File: config.mk
export PLATFORM = sky130hd
export DESIGN_NAME = matmul_ctrl_fsm_flat
export DESIGN_NICKNAME = d
export VERILOG_FILES = /design/src/rtl/matmul_ctrl_fsm_pkg.sv /design/src/rtl/matmul_ctrl_fsm_if.sv /design/src/rtl/matmul_ctrl_fsm_mac.sv /design/src/rtl/matmul_ctrl_fsm.sv /design/src/flat_wrapper.sv
export SDC_FILE = /design/constraint.sdc
export NUM_CORES = 1
export LEC_CHECK = 0
export BUFFER_PORTS_ARGS = -buffer_cell sky130_fd_sc_hd__buf_2
export CAP_MARGIN = 20
export CORE_ASPECT_RATIO = 1.25
export CORE_MARGIN = 3
export CORE_UTILIZATION = 55
export DETAILED_ROUTE_END_ITERATION = 8
export GPL_TIMING_DRIVEN = 0
export PLACE_DENSITY = 0.73
export SLEW_MARGIN = 20
export SYNTH_ARGS = -nofsm -noshare
export SYNTH_HDL_FRONTEND = slang
export SYNTH_SLANG_ARGS = --single-unit
File: constraint.sdc
create_clock -name clk -period 4.1 [get_ports clk]
set_input_delay 0 -clock clk [delete_from_list [all_inputs] [get_ports clk]]
set_output_delay 0 -clock clk [all_outputs]
set_load 0.01 [all_outputs]
File: src/rtl/matmul_ctrl_fsm_pkg.sv
// Shared types, default parameters and address helper for the matrix-multiply controller.
package matmul_pkg;

  localparam int N_DEF  = 4;
  localparam int DW_DEF = 32;
  localparam int AW_DEF = 7;

  typedef enum logic [2:0] {
    S_IDLE  = 3'd0,
    S_READ  = 3'd1,
    S_MAC   = 3'd2,
    S_WRITE = 3'd3,
    S_DONE  = 3'd4
  } state_t;

  // Row-major element address; callers truncate to their address width.
  function automatic int unsigned idx2addr(input int unsigned row, input int unsigned col,
                                           input int unsigned n);
    return row * n + col;
  endfunction

endpackage

File: src/rtl/matmul_ctrl_fsm_if.sv
// Memory-side bus of the controller: read ports of A and B, write port of C.
interface matmul_ctrl_fsm_if #(
  parameter int DW = 32,
  parameter int AW = 7
) ();

  logic [AW-1:0] a_addr;
  logic [DW-1:0] a_data;
  logic [AW-1:0] b_addr;
  logic [DW-1:0] b_data;
  logic [AW-1:0] c_addr;
  logic [DW-1:0] c_data;
  logic          c_we;

  modport master (
    output a_addr, b_addr, c_addr, c_data, c_we,
    input  a_data, b_data
  );

  modport slave (
    input  a_addr, b_addr, c_addr, c_data, c_we,
    output a_data, b_data
  );

endinterface

File: src/rtl/matmul_ctrl_fsm_mac.sv
// Multiply-accumulate datapath: DW x DW product truncated to DW bits, wrapping accumulator.
module mm_mac #(
  parameter int DW = 32
) (
  input  logic          clk,
  input  logic          rst,
  input  logic          en,
  input  logic          clr_first,
  input  logic [DW-1:0] a,
  input  logic [DW-1:0] b,
  output logic [DW-1:0] acc
);

  logic [DW-1:0] prod;

  assign prod = a * b;

  // First term of a dot product replaces the accumulator, later terms add to it.
  always_ff @(posedge clk or negedge rst) begin
    if (!rst) begin
      acc <= '0;
    end else if (en) begin
      acc <= clr_first ? prod : acc + prod;
    end
  end

endmodule

File: src/rtl/matmul_ctrl_fsm.sv
// Sequencer for C = A x B over N x N row-major matrices with one MAC datapath.
//
// state   | meaning
// --------+-----------------------------------------------------------
// S_IDLE  | waiting for start, all outputs quiet
// S_READ  | A[i][k] and B[k][j] addresses presented to the memories
// S_MAC   | read data valid, accumulate into the dot product
// S_WRITE | C[i][j] written with the finished dot product
// S_DONE  | one-cycle completion pulse, start ignored
module matmul_ctrl_fsm
  import matmul_pkg::*;
#(
  parameter int N  = N_DEF,
  parameter int DW = DW_DEF,
  parameter int AW = AW_DEF
) (
  input  logic              clk,
  input  logic              rst,
  input  logic              start,
  matmul_ctrl_fsm_if.master mem,
  output logic              busy,
  output logic              done
);

  localparam int CW = (N > 1) ? $clog2(N) : 1;
  localparam logic [CW-1:0] LAST = CW'(N - 1);

  state_t        state;
  logic [CW-1:0] i;
  logic [CW-1:0] j;
  logic [CW-1:0] k;
  logic [CW-1:0] i_n;
  logic [CW-1:0] j_n;
  logic          j_wrap;
  logic          c_we_q;
  logic [DW-1:0] acc;

  assign j_wrap = (j == LAST);
  assign j_n    = j_wrap ? '0 : j + CW'(1);
  assign i_n    = j_wrap ? i + CW'(1) : i;

  mm_mac #(.DW(DW)) u_mac (
    .clk       (clk),
    .rst       (rst),
    .en        (state == S_MAC),
    .clr_first (k == '0),
    .a         (mem.a_data),
    .b         (mem.b_data),
    .acc       (acc)
  );

  assign mem.c_we   = c_we_q;
  // Write data is only exposed while writing so the bus stays quiet otherwise.
  assign mem.c_data = c_we_q ? acc : '0;

  // State, index counters and registered Moore outputs, loaded with the values of the next state.
  always_ff @(posedge clk or negedge rst) begin
    if (!rst) begin
      state      <= S_IDLE;
      i          <= '0;
      j          <= '0;
      k          <= '0;
      mem.a_addr <= '0;
      mem.b_addr <= '0;
      mem.c_addr <= '0;
      c_we_q     <= 1'b0;
      busy       <= 1'b0;
      done       <= 1'b0;
    end else begin
      c_we_q <= 1'b0;
      done   <= 1'b0;
      case (state)
        S_IDLE: begin
          if (start) begin
            state      <= S_READ;
            i          <= '0;
            j          <= '0;
            k          <= '0;
            mem.a_addr <= '0;
            mem.b_addr <= '0;
            busy       <= 1'b1;
          end
        end
        S_READ: begin
          state <= S_MAC;
        end
        S_MAC: begin
          if (k == LAST) begin
            state      <= S_WRITE;
            c_we_q     <= 1'b1;
            mem.c_addr <= AW'(idx2addr(32'(i), 32'(j), N));
          end else begin
            state      <= S_READ;
            k          <= k + CW'(1);
            mem.a_addr <= AW'(idx2addr(32'(i), 32'(k) + 1, N));
            mem.b_addr <= AW'(idx2addr(32'(k) + 1, 32'(j), N));
          end
        end
        S_WRITE: begin
          k <= '0;
          j <= j_n;
          i <= i_n;
          if (i == LAST && j == LAST) begin
            state      <= S_DONE;
            busy       <= 1'b0;
            done       <= 1'b1;
            mem.a_addr <= '0;
            mem.b_addr <= '0;
            mem.c_addr <= '0;
          end else begin
            state      <= S_READ;
            mem.a_addr <= AW'(idx2addr(32'(i_n), 0, N));
            mem.b_addr <= AW'(idx2addr(0, 32'(j_n), N));
          end
        end
        S_DONE: begin
          state <= S_IDLE;
        end
        default: begin
          state <= S_IDLE;
          busy  <= 1'b0;
        end
      endcase
    end
  end

endmodule

File: src/flat_wrapper.sv
// flat-port wrapper written by rule: the top's interface ports become plain ports
module matmul_ctrl_fsm_flat import matmul_pkg::*;
#(
  parameter int N  = N_DEF,
  parameter int DW = DW_DEF,
  parameter int AW = AW_DEF
)
  (clk, rst, start, busy, done, mem_a_addr, mem_b_addr, mem_c_addr, mem_c_data, mem_c_we, mem_a_data, mem_b_data);
  matmul_ctrl_fsm_if #(.DW(DW), .AW(AW)) mem_i ();
  input  logic clk;
  input  logic rst;
  input  logic start;
  output logic busy;
  output logic done;
  output wire logic [$bits(mem_i.a_addr)-1:0] mem_a_addr;
  output wire logic [$bits(mem_i.b_addr)-1:0] mem_b_addr;
  output wire logic [$bits(mem_i.c_addr)-1:0] mem_c_addr;
  output wire logic [$bits(mem_i.c_data)-1:0] mem_c_data;
  output wire logic [$bits(mem_i.c_we)-1:0] mem_c_we;
  input wire logic [$bits(mem_i.a_data)-1:0] mem_a_data;
  input wire logic [$bits(mem_i.b_data)-1:0] mem_b_data;
  assign mem_a_addr = mem_i.a_addr;
  assign mem_b_addr = mem_i.b_addr;
  assign mem_c_addr = mem_i.c_addr;
  assign mem_c_data = mem_i.c_data;
  assign mem_c_we = mem_i.c_we;
  assign mem_i.a_data = mem_a_data;
  assign mem_i.b_data = mem_b_data;
  matmul_ctrl_fsm #(.N(N), .DW(DW), .AW(AW)) u_core (.clk(clk), .rst(rst), .start(start), .mem(mem_i), .busy(busy), .done(done));
endmodule
==> flow_summary.json <==
{
  "yosysMostFrequentCell": "inv_1",
  "cts_made_buffers": 5,
  "vias_per_cell": 5.63,
  "yosys_warnings": 0,
  "start_util": 0.562,
  "clock_sinks": 55,
  "fmax_mhz": 126,
  "grt_use_met2": 0.569,
  "dp_cells": 2866,
  "ys.flop_type": "dfrtp_1",
  "wl_per_cell_um": 21.2,
  "whs_path_depth": 4,
  "vias": 16551,
  "cp.arrival_ns": 8.13,
  "path_class": "primary input to register",
  "reg2regPathDepth": 12,
  "hpwl_mm": 50.3,
  "hold_path_class": "primary input to register",
  "die_w_um": 177,
  "grt-busiest-layer": "met2",
  "fin_worst_skew_ns": 0.00947,
  "grt_antenna_before_repair": 4,
  "worst-r2r-setup-slack_ns": 0.66,
  "post-route-period-util": 1.94,
  "fin_crit_ns": 7.95,
  "rsz0062_at_grt": "yes",
  "syn_inst": 2278,
  "die_h_um": 219,
  "ys_ff_latch": 55,
  "finalMaxSlewViolations": 0,
  "r2r_start": "u_core.u_mac.acc[0]",
  "grt_max_degree": 56,
  "fillCellCount": 2838,
  "synth_edf_count": 0,
  "synth_top_cell_by_area": "fa_1",
  "hold_start": "mem_b_data[0]",
  "drtPass1Iterations": 6,
  "start_kind": "primary input",
  "path_max_fanout": 7,
  "relSlewSlack": 0.375,
  "syn2layout_area_growth_pct": 18.1,
  "outcome": "finished with violations",
  "finalHoldViolCount": 0,
  "drc": 0,
  "crit_top_cell": "fa_1",
  "design.core.area_um2": 35600,
  "cts-htree-levels": 2,
  "crit_slowest_cell": "fa_2",
  "synth_common_cells": "inv_1, fa_1, and2_1, nand2_1, ha_1",
  "synth_area_um2": 20000,
  "use_met3": 0.0479,
  "worstReg2RegEnd": "u_core.u_mac.acc[30]",
  "drt_iter0_markers": 1115,
  "worst_pin_slew_ns": 0.937,
  "slowest_delay_ns": 0.61,
  "grt_usage": 0.325,
  "drv_cap": 0,
  "synth.distinct_cells": 64,
  "ys_seq_area_frac": 0.0687,
  "gp_congestion": 0.984,
  "critPathCaptureType": "register",
  "grt.overflow.total": 0,
  "ioPinCount": 123,
  "holdPathEnd": "u_core.u_mac.acc[0]",
  "final.setup.worst_slack_ns": -3.85,
  "fin_nets": 3098,
  "grt_pass1_wl_mm": 96.9,
  "synthTopCellsByArea": "fa_1, ha_1, and2_1",
  "insertion_delay_ns": 0.31,
  "cts.path.max_buffers": 2,
  "wl_mm": 62.2,
  "stdcell_count": 2938,
  "synth_area_per_cell_um2": 8.79,
  "dieArea_um2": 38800,
  "path_clk_slew_ns": 0.08,
  "worst-endpoint-required_ns": 4.29,
  "drive_gt1_frac": 0.169,
  "violations": "negative setup slack",
  "grt_pass1_vias": 17993,
  "use_met1": 0.390,
  "clock-root-buffer": "clkbuf_16",
  "rows": 77,
  "io_buffer_count": 108,
  "antenna_left": 0,
  "finalSetupViolCount": 25,
  "synth-async-reset-ratio": 1.00,
  "yosys.area.top_type_share": 0.409,
  "cts_tree": "done"
}
==> cells in the final DEF (no fill, tap or decap), types with 38 or more instances in the layout <==
| cell | instances |
|---|---|
| fa_1 | 393 |
| dfrtp_1 | 55 |
| ha_4 | 40 |
| buf_4 | 73 |
| xnor2_1 | 69 |
| nor2_1 | 58 |
| inv_1 | 417 |
| buf_2 | 94 |
| clkbuf_1 | 38 |
| ha_1 | 118 |
| nand2_1 | 307 |
| and2_1 | 299 |
| a21oi_1 | 49 |
==> logic make-up (layout without fill, tap and decap cells) <==
logic type / after synthesis / in the layout / synth area share
buffers and inverters: 539 / 716 / 0.103
AO/OA/AOI/OAI: 238 / 238 / 0.0768
flip-flops: 55 / 55 / 0.0687
XOR/XNOR: 110 / 110 / 0.0481
AND/OR/NAND/NOR: 758 / 758 / 0.190
adder cells (fa/ha/maj): 571 / 571 / 0.510
multiplexers: 6 / 6 / 0.00300
other: 1 / 10 / 0.000187
==> registers in the layout (all words and copies together), names as in the netlist <==
register / cells
u_core.mem.a_addr: 3
u_core.busy: 1
u_core.k: 2
u_core.i: 2
u_core.state: 3
u_core.u_mac.acc: 32
u_core.mem.c_addr: 4
u_core.mem.c_we: 1
u_core.j: 2
u_core.done: 1
u_core.mem.b_addr: 4
==> critical path, delay by kind of cell <==
kind                       cells  cell delay [ns]
adders and majority gates     10             4.18
muxes                          1             0.21
buffers and inverters          5             0.51
xor gates and xnor gates       1             0.18
AOI/OAI and AO/OA              7             1.53
and+or+nand+nor               10             1.50
==> layout make-up <==
class / instances / area (µm²) / area share
multi-input cells: 1690 / 17800 / 0.753
inverters: 422 / 1590 / 0.0671
flip-flops and latches: 55 / 1380 / 0.0582
repair buffers: 174 / 1180 / 0.0500
plain buffers: 112 / 948 / 0.0401
well taps: 474 / 593 / 0.0251
clock buffers: 5 / 125 / 0.00529
clock inverters: 3 / 26.3 / 0.00111
diodes: 3 / 7.51 / 0.000317
==> timing repair <==
action / 4_1_cts / 5_1_grt
hold buffers: 2 / 0
resized for setup: 255 / 126
hold endpoints to repair: 56 / 0
setup buffers: 59 / 25
pin swaps: 67 / 47
gates cloned: 1 / 0
endpoints found under the setup margin: 27 / 27
==> through the flow <==
step	area, µm²	utilization	hold slack, ns	setup WS, ns	setup TNS [ns]
5_1_grt	23700	0.663	0.287	-4.08	-75.99
3_3_place_gp	21300	0.599	0.286	-5.34	-97.87
4_1_cts	23100	0.647	0.237	-3.74	-69.28
6_report	23700	0.664	0.239	-3.85	-70.84
2_1_floorplan	20200	-	-0.296	-3.62	-62.65
3_5_place_dp	21300	0.599	0.121	-5.40	-99.66
==> worst max-delay path by stage <==
stage,start,endpoint,slack (ns),cells past startpoint
floorplan,mem_b_data[3],u_core.u_mac.acc[30],-3.62,33
global placement,mem_a_data[3],u_core.u_mac.acc[30],-5.34,32
detailed placement,mem_a_data[2],u_core.u_mac.acc[30],-5.40,33
CTS,mem_b_data[4],u_core.u_mac.acc[30],-3.74,31
global route,mem_a_data[8],u_core.u_mac.acc[30],-4.08,33
finish,mem_b_data[2],u_core.u_mac.acc[30],-3.85,34
==> metal layers <==
metal,vias up,share of wire
met3,208,0.073
met4,4,0.066
li1,7228,-
met1,8365,0.37
met2,746,0.49
met5,-,0.00039
Power is left out: the tool's default activity adds up to more than one toggle a clock period on the data nets, which glitch-free logic cannot reach.
